<file path="src/rtl/tremolo_pkg.sv">
// Shared constants and types for the tremolo modulator and its LFO.
package tremolo_pkg;

  localparam int unsigned CLK_HZ     = 50_000_000;
  localparam int unsigned SAMPLE_W   = 24;
  localparam int unsigned GAIN_W     = 9;
  localparam int unsigned GAIN_UNITY = 256;

  typedef enum logic {
    UP   = 1'b0,
    DOWN = 1'b1
  } lfo_dir_t;

endpackage

</file>
<file path="src/rtl/tremolo_lfo.sv">
// Fractional-N tick generator driving a triangle LFO; exposes the top 8 bits of the triangle.
module tremolo_lfo #(
  parameter int unsigned CLK_HZ = tremolo_pkg::CLK_HZ,
  parameter int unsigned LFO_W  = 12
) (
  input  logic        CLK,
  input  logic        RST_N,
  input  logic [31:0] frequency,
  input  logic        disabled,
  output logic [7:0]  lfo_level
);
  import tremolo_pkg::*;

  localparam int unsigned ACC_W = 33;
  localparam logic [ACC_W-1:0] THRESH  = ACC_W'(CLK_HZ);
  localparam logic [LFO_W-1:0] TRI_MAX = '1;

  logic [31:0]      r_acc;
  logic [LFO_W-1:0] r_tri;
  lfo_dir_t         r_dir;

  logic [ACC_W-1:0] w_f;
  logic [ACC_W-1:0] w_sum;
  logic             w_tick;
  logic [31:0]      w_acc_next;
  logic [LFO_W-1:0] w_tri_next;
  lfo_dir_t         w_dir_next;

  // Accumulator: step clamped to the clock rate so at most one tick per cycle
  always_comb begin
    w_f        = (frequency > CLK_HZ) ? THRESH : ACC_W'(frequency);
    w_sum      = ACC_W'(r_acc) + w_f;
    w_tick     = 1'b0;
    w_acc_next = 32'(w_sum);
    if (disabled) begin
      w_acc_next = '0;
    end else if (w_sum >= THRESH) begin
      w_tick     = 1'b1;
      w_acc_next = 32'(w_sum - THRESH);
    end
  end

  // Triangle turns around on the tick that reaches an end, never dwelling there
  always_comb begin
    w_tri_next = r_tri;
    w_dir_next = r_dir;
    if (disabled) begin
      w_tri_next = '0;
      w_dir_next = UP;
    end else if (w_tick) begin
      if (r_dir == UP && r_tri == TRI_MAX) begin
        w_dir_next = DOWN;
        w_tri_next = r_tri - LFO_W'(1);
      end else if (r_dir == DOWN && r_tri == '0) begin
        w_dir_next = UP;
        w_tri_next = LFO_W'(1);
      end else if (r_dir == UP) begin
        w_tri_next = r_tri + LFO_W'(1);
      end else begin
        w_tri_next = r_tri - LFO_W'(1);
      end
    end
  end

  always_ff @(posedge CLK or negedge RST_N) begin
    if (!RST_N) begin
      r_acc <= '0;
      r_tri <= '0;
      r_dir <= UP;
    end else begin
      r_acc <= w_acc_next;
      r_tri <= w_tri_next;
      r_dir <= w_dir_next;
    end
  end

  generate
    if (LFO_W >= 8) begin : g_level_slice
      assign lfo_level = r_tri[LFO_W-1 -: 8];
    end else begin : g_level_pad
      assign lfo_level = {r_tri, {(8 - LFO_W){1'b0}}};
    end
  endgenerate

endmodule

</file>
<file path="src/rtl/tremolo_modulator.sv">
// Tremolo: LFO-derived gain applied to each valid sample through a two-stage multiply pipeline.
module tremolo_modulator #(
  parameter int unsigned CLK_HZ   = tremolo_pkg::CLK_HZ,
  parameter int unsigned SAMPLE_W = tremolo_pkg::SAMPLE_W,
  parameter int unsigned LFO_W    = 12,
  parameter int unsigned DEPTH    = 192
) (
  input  logic                       CLK,
  input  logic                       RST_N,
  input  logic [31:0]                frequency,
  input  logic                       disabled,
  input  logic signed [SAMPLE_W-1:0] in_sample,
  input  logic                       in_valid,
  output logic signed [SAMPLE_W-1:0] out_sample,
  output logic                       out_valid,
  output logic [7:0]                 lfo_level
);
  import tremolo_pkg::*;

  localparam int unsigned PROD_W = SAMPLE_W + 10;

  logic [7:0]                 w_lfo_level;
  logic [15:0]                w_att_prod;
  logic [15:0]                w_att;
  logic [15:0]                w_gain_full;
  logic [GAIN_W-1:0]          w_gain;
  logic signed [PROD_W-1:0]   w_prod;

  logic                       r_s1_valid;
  logic signed [SAMPLE_W-1:0] r_s1_sample;
  logic [GAIN_W-1:0]          r_s1_gain;

  tremolo_lfo #(
    .CLK_HZ (CLK_HZ),
    .LFO_W  (LFO_W)
  ) u_lfo (
    .CLK       (CLK),
    .RST_N     (RST_N),
    .frequency (frequency),
    .disabled  (disabled),
    .lfo_level (w_lfo_level)
  );

  assign lfo_level = w_lfo_level;

  // Gain never exceeds unity, so the pipeline needs no saturation
  assign w_att_prod  = 16'(w_lfo_level) * 16'(DEPTH);
  assign w_att       = w_att_prod >> 8;
  assign w_gain_full = 16'(GAIN_UNITY) - w_att;
  assign w_gain      = disabled ? GAIN_W'(GAIN_UNITY) : GAIN_W'(w_gain_full);

  assign w_prod = PROD_W'(r_s1_sample) * PROD_W'($signed({1'b0, r_s1_gain}));

  always_ff @(posedge CLK or negedge RST_N) begin
    if (!RST_N) begin
      r_s1_valid  <= 1'b0;
      r_s1_sample <= '0;
      r_s1_gain   <= '0;
      out_valid   <= 1'b0;
      out_sample  <= '0;
    end else begin
      r_s1_valid <= in_valid;
      if (in_valid) begin
        r_s1_sample <= in_sample;
        r_s1_gain   <= w_gain;
      end
      out_valid <= r_s1_valid;
      if (r_s1_valid) begin
        out_sample <= SAMPLE_W'(w_prod >>> 8);
      end
    end
  end

endmodule

</file>
<file path="config.mk">
export PLATFORM = sky130hd
export DESIGN_NAME = tremolo_modulator
export DESIGN_NICKNAME = d
export VERILOG_FILES = /design/src/rtl/tremolo_pkg.sv /design/src/rtl/tremolo_lfo.sv /design/src/rtl/tremolo_modulator.sv
export SDC_FILE = /design/constraint.sdc
export NUM_CORES = 1
export LEC_CHECK = 0
export CORE_MARGIN = 2
export CORE_UTILIZATION = 30
export CTS_BUF_LIST = sky130_fd_sc_hd__clkbuf_4
export CTS_CLUSTER_DIAMETER = 120
export DETAILED_ROUTE_END_ITERATION = 12
export GPL_TIMING_DRIVEN = 0
export PLACE_DENSITY_LB_ADDON = 0.2
export SLEW_MARGIN = 30
export SYNTH_ARGS = -nofsm -noshare
export SYNTH_HDL_FRONTEND = slang
export SYNTH_HIERARCHICAL = 1
export SYNTH_SLANG_ARGS = --single-unit
export TNS_END_PERCENT = 5
</file>
<file path="constraint.sdc">
create_clock -name CLK -period 16.2 [get_ports CLK]
set_input_delay 1.62 -clock CLK [delete_from_list [all_inputs] [get_ports CLK]]
set_output_delay 1.62 -clock CLK [all_outputs]
set_load 0.05 [all_outputs]
</file>
Yosys cells after proc, flatten, opt, wreduce, memory -nomap -nowiden
Index checks and enable logic that the tools add are counted.
Widths: inputs -> output; s select.
{"block": "totals", "reg_bits": 104}
{"block": "classes", "add_sub_neg": 5, "n_mul": 2, "n_lt_le_gt_ge": 2, "n_eq_ne": 1, "mux": 15, "bitwise": 1, "reduce_logical": 6}
{"cell": "$mux 32", "n": 3}
{"cell": "$mux 12", "n": 5}
{"cell": "$add 32x32->33", "n": 1}
{"cell": "$ge 33x26->1 const B", "n": 1}
{"cell": "$gt 32x26->1 const B", "n": 1}
{"cell": "$mul 24x10->32", "n": 1}
{"cell": "$sub 32x26->32 const B", "n": 1}
{"cell": "$add 12x1->12 const B", "n": 1}
{"cell": "$eq 12x12->1 const B", "n": 1}
{"cell": "$logic_not 12->1", "n": 1}
{"cell": "$sub 12x1->12 const B", "n": 1}
{"cell": "$mul 8x2->10 const B", "n": 1}
{"cell": "$mux 9", "n": 1}
{"cell": "$sub 9x8->9 const A", "n": 1}
{"cell": "$mux 1", "n": 6}
{"cell": "$reduce_bool 3->1", "n": 1}
{"cell": "$logic_and 1x1->1", "n": 2}
{"cell": "$reduce_and 2->1", "n": 1}
{"cell": "$reduce_bool 2->1", "n": 1}
{"cell": "$not 1->1", "n": 1}

Logic depth before layout (Yosys ltp)
Gate-level depths: netlist of run 1.
{"block": "depth", "ltp_word": 8, "mapped_depth": 24, "ltp_nobuf": 22}

By module
Netlist of run 1, hierarchy kept.
{"module": "tremolo_modulator", "n_inst": 1, "cells_each": 1025, "area_per_inst_um2": 9756.9}
{"module": "tremolo_lfo", "n_inst": 1, "cells_each": 660, "area_per_inst_um2": 5197.5}

Least setup slack after synthesis of run 1
Ideal clock, no wire load.
{"block": "synth_timing", "kind": "input-to-reg", "startpoint": "input port frequency[10]", "endpoint": "register u_lfo.r_acc[15]", "setup_time_ps": 127, "t_arrival_ps": 6512, "required_ps": 16073, "slack_ps": 9560, "path_stages": 22, "n_path_buf": 1, "path_cell_list": "or4_1 nor2_1 o22ai_1 a22oi_1 a31oi_1 nor4_1 clkbuf_1 and2_1 ha_1 a211oi_2 o21ai_2 a21boi_1 xor2_1 ha_1 inv_1 a2111o_1 o21ai_0 o21ai_1 o2111ai_2 nand2_1 and3_1 mux2_1"}
{"block": "synth_between", "elab_chain_len": 6}
{"item": "start: declaration", "line_no": "tremolo_modulator.sv:10", "rtl": "input logic [31:0] frequency,"}
{"item": "$gt 32x26->1", "line_no": "tremolo_lfo.sv:31", "rtl": "w_f = (frequency > CLK_HZ) ? THRESH : ACC_W'(frequency);"}
{"item": "$mux 32 (*)", "line_no": "tremolo_lfo.sv:31"}
{"item": "$add 32x32->33 (*)", "line_no": "tremolo_lfo.sv:32", "rtl": "w_sum = ACC_W'(r_acc) + w_f;"}
{"item": "$sub 32x26->32 / $ge 33x26->1 (equally long branches)", "line_no": "tremolo_lfo.sv:39, tremolo_lfo.sv:37"}
{"item": "$mux 32 (*)", "line_no": "tremolo_lfo.sv:37", "rtl": "end else if (w_sum >= THRESH) begin"}
{"item": "$mux 32 (*)", "line_no": "tremolo_lfo.sv:35", "rtl": "if (disabled) begin"}
{"item": "via u_lfo.w_acc_next[15]", "line_no": "tremolo_lfo.sv:25", "rtl": "logic [31:0] w_acc_next;"}
{"item": "end signal: assignment", "line_no": "tremolo_lfo.sv:71", "rtl": "r_acc <= w_acc_next;"}
{"item": "end: declaration", "line_no": "tremolo_lfo.sv:18", "rtl": "logic [31:0] r_acc;"}
The timed path passes the listed nets; every way through them passes the cells marked *.
A chain may end at the register's enable or synchronous reset.

Worst setup path in the final report of run 1
{"block": "layout_timing", "startpoint": "input port frequency[10]", "endpoint": "register u_lfo.r_tri[11]"}
{"block": "layout_between", "elab_chain_len": 7}
{"item": "$gt 32x26->1", "line_no": "tremolo_lfo.sv:31"}
{"item": "$mux 32 (*)", "line_no": "tremolo_lfo.sv:31"}
{"item": "$add 32x32->33 (*)", "line_no": "tremolo_lfo.sv:32"}
{"item": "$ge 33x26->1 (*)", "line_no": "tremolo_lfo.sv:37"}
{"item": "$mux 1 (*)", "line_no": "tremolo_lfo.sv:37"}
{"item": "$mux 1 (*)", "line_no": "tremolo_lfo.sv:35"}
{"item": "$reduce_bool 2->1 (no line) (*)"}
{"item": "end signal: assignment", "line_no": "tremolo_lfo.sv:72", "rtl": "r_tri <= w_tri_next;"}
{"item": "end: declaration", "line_no": "tremolo_lfo.sv:19", "rtl": "logic [LFO_W-1:0] r_tri;"}
Every way passes the cells marked *; elsewhere a longest branch is shown, timed or not.

==> results of run 1 <==
per-layer routing:
metal,GRT usage [%],vias to the layer above,share of wire (%)
met5,0,-,0.019
met4,4.43,2,2.1
met3,3.11,50,4.4
met2,31.0,277,50
met1,21.6,6088,44
li1,-,5870,-
worst paths after layout:
path                               start              end  slack, ps  cells past startpoint
max                        frequency[10]  u_lfo/r_tri[11]       8740                     22
min                           r_s1_valid        out_valid        430                      0
max reg2reg                 r_s1_gain[3]   out_sample[21]       9710                     19
min reg2reg                   r_s1_valid        out_valid        430                      0
max in group asynchronous          RST_N  u_lfo/r_acc[24]      14660                      2
min in group asynchronous          RST_N    out_sample[0]        820                      1
placed cells by master (no fill, tap or decap), types with 35 or more instances in the layout:
cell type        netlist  routed
nand2_1              183     183
mux2_2                35      35
fa_1                 172     172
o21ai_0               37      37
ha_1                 112     112
xnor2_1               40      40
clkbuf_1              64      64
dfrtp_1              104     104
a21oi_1               80      80
and2_1               136     136
clkdlybuf4s50_1        0      91
inv_1                208     208
nor2_1                74      74
kinds of logic after synthesis:
kind of cell / count (synthesis)
and+or+nand+nor: 582
AOI/OAI and AO/OA: 306
buffers and inverters: 295
adders and majority gates: 284
DFF: 104
xor gates and xnor gates: 67
muxes: 46
other: 1
registers in the layout (all words and copies together), names as in the netlist:
signal / count
out_valid: 1
r_s1_sample: 24
r_s1_gain: 9
u_lfo/r_tri: 12
u_lfo/r_dir: 1
r_s1_valid: 1
out_sample: 24
u_lfo/r_acc: 32
area by class of cell:
type	count	area, um^2	area share [%]
multi-input cells	1291	11200	66.3
flip-flops and latches	104	2600	15.4
repair buffers	93	953	5.64
well taps	664	831	4.91
inverters	209	785	4.64
plain buffers	86	378	2.23
clock buffers	11	82.6	0.488
clock inverters	5	57.6	0.340
diodes	4	10.0	0.0592
critical path: stages:
cell             delay (ps)
clkdlybuf4s50_1         410
or4_1                   540
nor2_1                  190
o22ai_1                 100
a22oi_1                 210
a31oi_1                  80
nor4_2                  530
clkbuf_1                400
nand2b_1                120
ha_1                    440
nand2_1                 230
o21ai_1                 220
a21o_1                  180
a2111oi_0               100
a311oi_2                600
nand4_1                 270
nor4b_2                 430
o2111ai_2               240
nand2_1                 340
buf_2                   340
a21oi_1                 110
a211oi_1                280
report_power, final:
part | switching [mW] | internal, mW
Combinational | 1.70 | 1.13
Clock | 0.108 | 0.0499
Sequential | 0.0537 | 0.338
Total | 1.86 | 1.52
through the flow:
stage | area [um^2] | hold slack [ps] | utilization [%] | cells
CTS | 16900 | 433 | 34.5 | 2463
detailed placement | 16800 | 394 | 34.2 | 2447
finish | 16900 | 427 | 34.5 | 2467
global route | 16900 | 447 | 34.5 | 2467
global placement | 16700 | 385 | 34.1 | 2446
floorplan | 15000 | 372 | - | 1690
==> flow_summary.json, run 1 <==
{
  "status": "finished, final reports clean",
  "maxCapViolations": 0,
  "synth_top_family_by_area": "adder cells",
  "firstDrtPassIters": 5,
  "fmax_mhz": 134,
  "fillCellCount": 5162,
  "ir_worst_vdd_mv": 0.0943,
  "syn_area_um2": 15000,
  "antenna_found_initial": 4,
  "synth.most_common_cell": "inv_1",
  "synth-adder-area-share_pct": 32.4,
  "arrival_ps": 7990,
  "insertion_delay_ps": 620,
  "fin_nets": 2138,
  "slew_headroom_pct": 40.9,
  "drt_wl_total_um": 42600,
  "fin_ws_ps": 8740,
  "setup_viol": 0,
  "syn_inst": 1685,
  "grt_pass1_vias": 12900,
  "rsz0062_at_grt": "no",
  "post_cts_buffers": 0,
  "final.period_utilization_pct": 46.1,
  "synth_edf_count": 0,
  "cts_htree_levels": 3,
  "ys.flop_type": "dfrtp_1",
  "die-area_um2": 51600,
  "ys_seq_area_share_pct": 17.4,
  "slew_viol_final": 0,
  "cts_hold_buffers": 0,
  "endpoint_kind": "flip-flop",
  "gp_congestion": 0.862,
  "drive_above_1_share_pct": 6.61,
  "yosysTopAreaCell": "fa_1",
  "clk_pin_slew_worst_paths_ps": 180,
  "die_h_um": 227,
  "path_max_fanout": 10,
  "leakage_nw": 7.93,
  "synth-simple-area-share_pct": 20.7,
  "min_path_type": "reg -> reg",
  "finalClockSkew_ps": 24.7,
  "yosysWarnings": 6,
  "avgSynthCellArea_um2": 8.87,
  "initial_core_util_pct": 30.5,
  "required_ps": 16730,
  "die_w_um": 227,
  "hpwl_um": 34100,
  "finalHoldViolations": 0,
  "cts_buffers": 9,
  "num_io_pins": 93,
  "ys_ff_latch": 104,
  "ant_nets": 0,
  "powerDensity_nw_per_um2": 200,
  "fin_setup_tns_ps": 0,
  "synth_xor_area_share_pct": 4.02,
  "io_buffers": 92,
  "post-layout-total-power_mw": 3.38,
  "drt-vias-per-instance": 4.98,
  "muxShareOfSynthArea_pct": 3.40,
  "drt_drc_violations_left": 0,
  "grt_use_total_pct": 17.4,
  "final.min_clock_period_ps": 7460,
  "dr.first_iter.drc_count": 621,
  "num_rows": 81,
  "grt_start_max_net_pins": 69,
  "synth_top_area_share_pct": 23.0,
  "cts_max_path_buffers": 2,
  "via_count": 12300,
  "clock-root-buffer": "clkbuf_4",
  "synth_cell_types": 102,
  "crit_path_start_kind": "input port",
  "grt_pass1_wl_um": 69500,
  "synth-async-reset-ratio_pct": 100,
  "crit_type": "in -> reg",
  "syn2layout_area_growth_pct": 13.1,
  "clock_sinks": 104,
  "wl_per_cell_um": 17.3,
  "core_um2": 49100,
  "synth_compound_area_share_pct": 14.3,
  "dp_slack_ps": 7970,
  "synthTopCellsByCount": "208 x inv_1, 183 x nand2_1, 172 x fa_1",
  "grt_overflow": 0,
  "post_cts_resized": 0,
  "netlist_top_cells_area": "fa_1 23%, dfrtp_1 17%, ha_1 9.4%",
  "worst_slew_pin_slew_ps": 879,
  "tritoncts": "yes"
}
No activity file was read; power rests on OpenSTA's default activity.
==> run 2, diff against run 1 <==
==> constraint.sdc (replaced) <==
create_clock -name CLK -period 7.8 [get_ports CLK]
set_input_delay 0.78 -clock CLK [delete_from_list [all_inputs] [get_ports CLK]]
set_output_delay 0.78 -clock CLK [all_outputs]
set_load 0.05 [all_outputs]
==> run 2 against run 1 <==
Compared with the run above: sequential cell count unchanged; via count hardly changed; count of clock-buffer cells in the layout unchanged; die area is the same; global-route usage unchanged; non-clock buffer count grew 1; design area about the same; worst setup slack got worse by 7600 ps; combinational power is 110% higher; clock power is 110% higher; critical path depth did not move; final cell count is essentially flat; largest power group unchanged.
==> flow_summary.json, run 2 (same netlist as run 1, synthesis figures left out) <==
{
  "pwr-share-seq_pct": 11.6,
  "reg.largest.list": "u_lfo/r_acc x32, out_sample x24, r_s1_sample x24",
  "multi_input_area_um2": 11200,
  "cp_top_family": "simple AND/OR/NAND/NOR gates",
  "cts_buffers": 9,
  "largest_reg_flops": 32,
  "min_path_type": "reg -> reg",
  "combPwrFrac_pct": 83.7,
  "crit_cells": 22,
  "post_cts_resized": 0,
  "fin_util_pct": 34.5,
  "r2r-end": "out_sample[21]",
  "netSwitchingPower_mw": 3.86,
  "placedCellCount": 2447,
  "cts_htree_levels": 3,
  "grt.busiest_layer": "met2",
  "drive_above_1_share_pct": 6.61,
  "startpoint": "frequency[10]",
  "grt_use_total_pct": 17.4,
  "slew_viol_final": 0,
  "whs_ps": 426,
  "fillCellCount": 5161,
  "wl_per_cell_um": 17.2,
  "post-layout-total-power_mw": 7.01,
  "clock_sinks": 104,
  "die_w_um": 227,
  "final_common_cell": "inv_1",
  "grt_pass1_wl_um": 69500,
  "grt_start_max_net_pins": 69,
  "antenna_found_initial": 4,
  "status": "finished, final reports clean",
  "hold_start": "r_s1_valid",
  "fin_nets": 2139,
  "fin_ws_ps": 1140,
  "path_max_fanout": 10,
  "slew_headroom_pct": 41.1,
  "drt_wl_total_um": 42600,
  "fin_cells": 2468,
  "initial_core_util_pct": 30.5,
  "finalClockSkew_ps": 27.5,
  "endpoint_kind": "flip-flop",
  "cts_max_path_buffers": 2,
  "rsz0062_at_grt": "no",
  "leakage_nw": 7.94,
  "fin_setup_tns_ps": 0,
  "hpwl_um": 34100,
  "ir_worst_vdd_mv": 0.195,
  "clock_power_share_pct": 4.7,
  "ff2ff_path_depth": 19,
  "io_buffers": 92,
  "crit_path_frequent_cell": "nand2_1",
  "worst_slew_pin_slew_ps": 876,
  "post_cts_buffers": 0,
  "clock-root-buffer": "clkbuf_4",
  "crit_end": "u_lfo/r_tri[11]",
  "die_h_um": 227,
  "insertion_delay_ps": 620,
  "die-area_um2": 51600,
  "dr.first_iter.drc_count": 665,
  "core_um2": 49100,
  "slowest_stage": "a311oi_2",
  "setup_viol": 0,
  "finalHoldViolations": 0,
  "path_buf_inv": 3,
  "final_cell_mix": "208 x inv_1, 183 x nand2_1, 172 x fa_1, 136 x and2_1, 112 x ha_1",
  "reg2reg_from": "r_s1_gain[3]",
  "rrSetupSlack_ps": 1320,
  "fmax_mhz": 150,
  "worstPathCellList": "clkdlybuf4s50_1, or4_1, nor2_1, o22ai_1, a22oi_1, a31oi_1, nor4_2, clkbuf_1, nand2b_1, ha_1, nand2_1, o21ai_1, a21o_1, a2111oi_0, a311oi_2, nand4_1, nor4b_2, o2111ai_2, nand2_1, buf_2, a21oi_1, a211oi_1",
  "postPlaceCellArea_um2": 16800,
  "ant_nets": 0,
  "use_met1_pct": 21.6,
  "crit_type": "in -> reg",
  "grt_overflow": 0,
  "powerDensity_nw_per_um2": 414,
  "cell_internal_pwr_mw": 3.15,
  "crit_path_start_kind": "input port",
  "grtUsageMet2_pct": 31.0,
  "final.period_utilization_pct": 85.4,
  "drt-vias-per-instance": 4.98,
  "via_count": 12300,
  "required_ps": 8330,
  "switching_share_pct": 55.0,
  "final_design_area_no_fill_um2": 16900,
  "top_register": "u_lfo/r_acc",
  "firstDrtPassIters": 7,
  "num_rows": 81,
  "drt_drc_violations_left": 0,
  "cpPeakStageDelay_ps": 610,
  "arrival_ps": 7190,
  "gp_congestion": 0.862,
  "seqCellArea_um2": 2600,
  "maxCapViolations": 0,
  "use_met3_pct": 3.11,
  "dp_slack_ps": 413,
  "clk_pin_slew_worst_paths_ps": 190,
  "tritoncts": "yes",
  "grt_pass1_vias": 12900,
  "num_io_pins": 93,
  "syn2layout_area_growth_pct": 13.2,
  "final.min_clock_period_ps": 6660
}
[run 2: cell types whose count changed in the layout (fill, tap and decap cells not counted), sizes merged]
cell         before  now
dlygate4sd3       0    1
[run 2: worst min-delay path by stage]
| stage | to | depth (start not counted) |
|---|---|---|
| after global routing | out_valid | 0 |
| after CTS | out_valid | 0 |
| after global placement | out_valid | 0 |
| after floorplan | out_valid | 0 |
| after detailed placement | out_valid | 0 |
| final | out_valid | 0 |
[run 2: repair_timing]
| item | CTS | global route |
|---|---|---|
| hold buffers | 1 | 0 |
| endpoints found under the hold margin | 36 | 0 |
| endpoints found under the setup margin | 0 | 0 |
[run 2: layout make-up]
| class | count | share of cell area, % |
|---|---|---|
| timing repair buffer | 94 | 5.69 |
| inverter | 209 | 4.64 |
| antenna | 4 | 0.0591 |
| clock inverter | 5 | 0.340 |
| sequential | 104 | 15.4 |
| multi-input combinational | 1291 | 66.3 |
| tap | 664 | 4.91 |
| clock buffer | 11 | 0.488 |
| buffer | 86 | 2.23 |
[run 2: worst register-to-register path, delay by kind of cell (launching register included)]
kind	cells	cell delay, ps
AO/OA/AOI/OAI	2	420
adder cells (fa/ha/maj)	6	2880
buffers and inverters	5	920
flip-flops	1	610
AND/OR/NAND/NOR	6	1620
[run 2: power by group through the flow]
stage | registers [mW] | clock network [mW] | logic (mW)
after global routing | 0.833 | 0.372 | 6.73
final | 0.813 | 0.329 | 5.87
after CTS | 0.816 | 0.352 | 5.92
after detailed placement | 0.827 | 0 | 5.87
after floorplan | 1.01 | 0 | 4.30
after global placement | 0.828 | 0 | 5.83
[run 2: per-layer routing]
| layer | vias up | share of wire [%] |
|---|---|---|
| met3 | 46 | 4.8 |
| met4 | 2 | 2.0 |
| met2 | 310 | 50 |
| li1 | 5870 | - |
| met5 | - | 0.019 |
| met1 | 6067 | 44 |
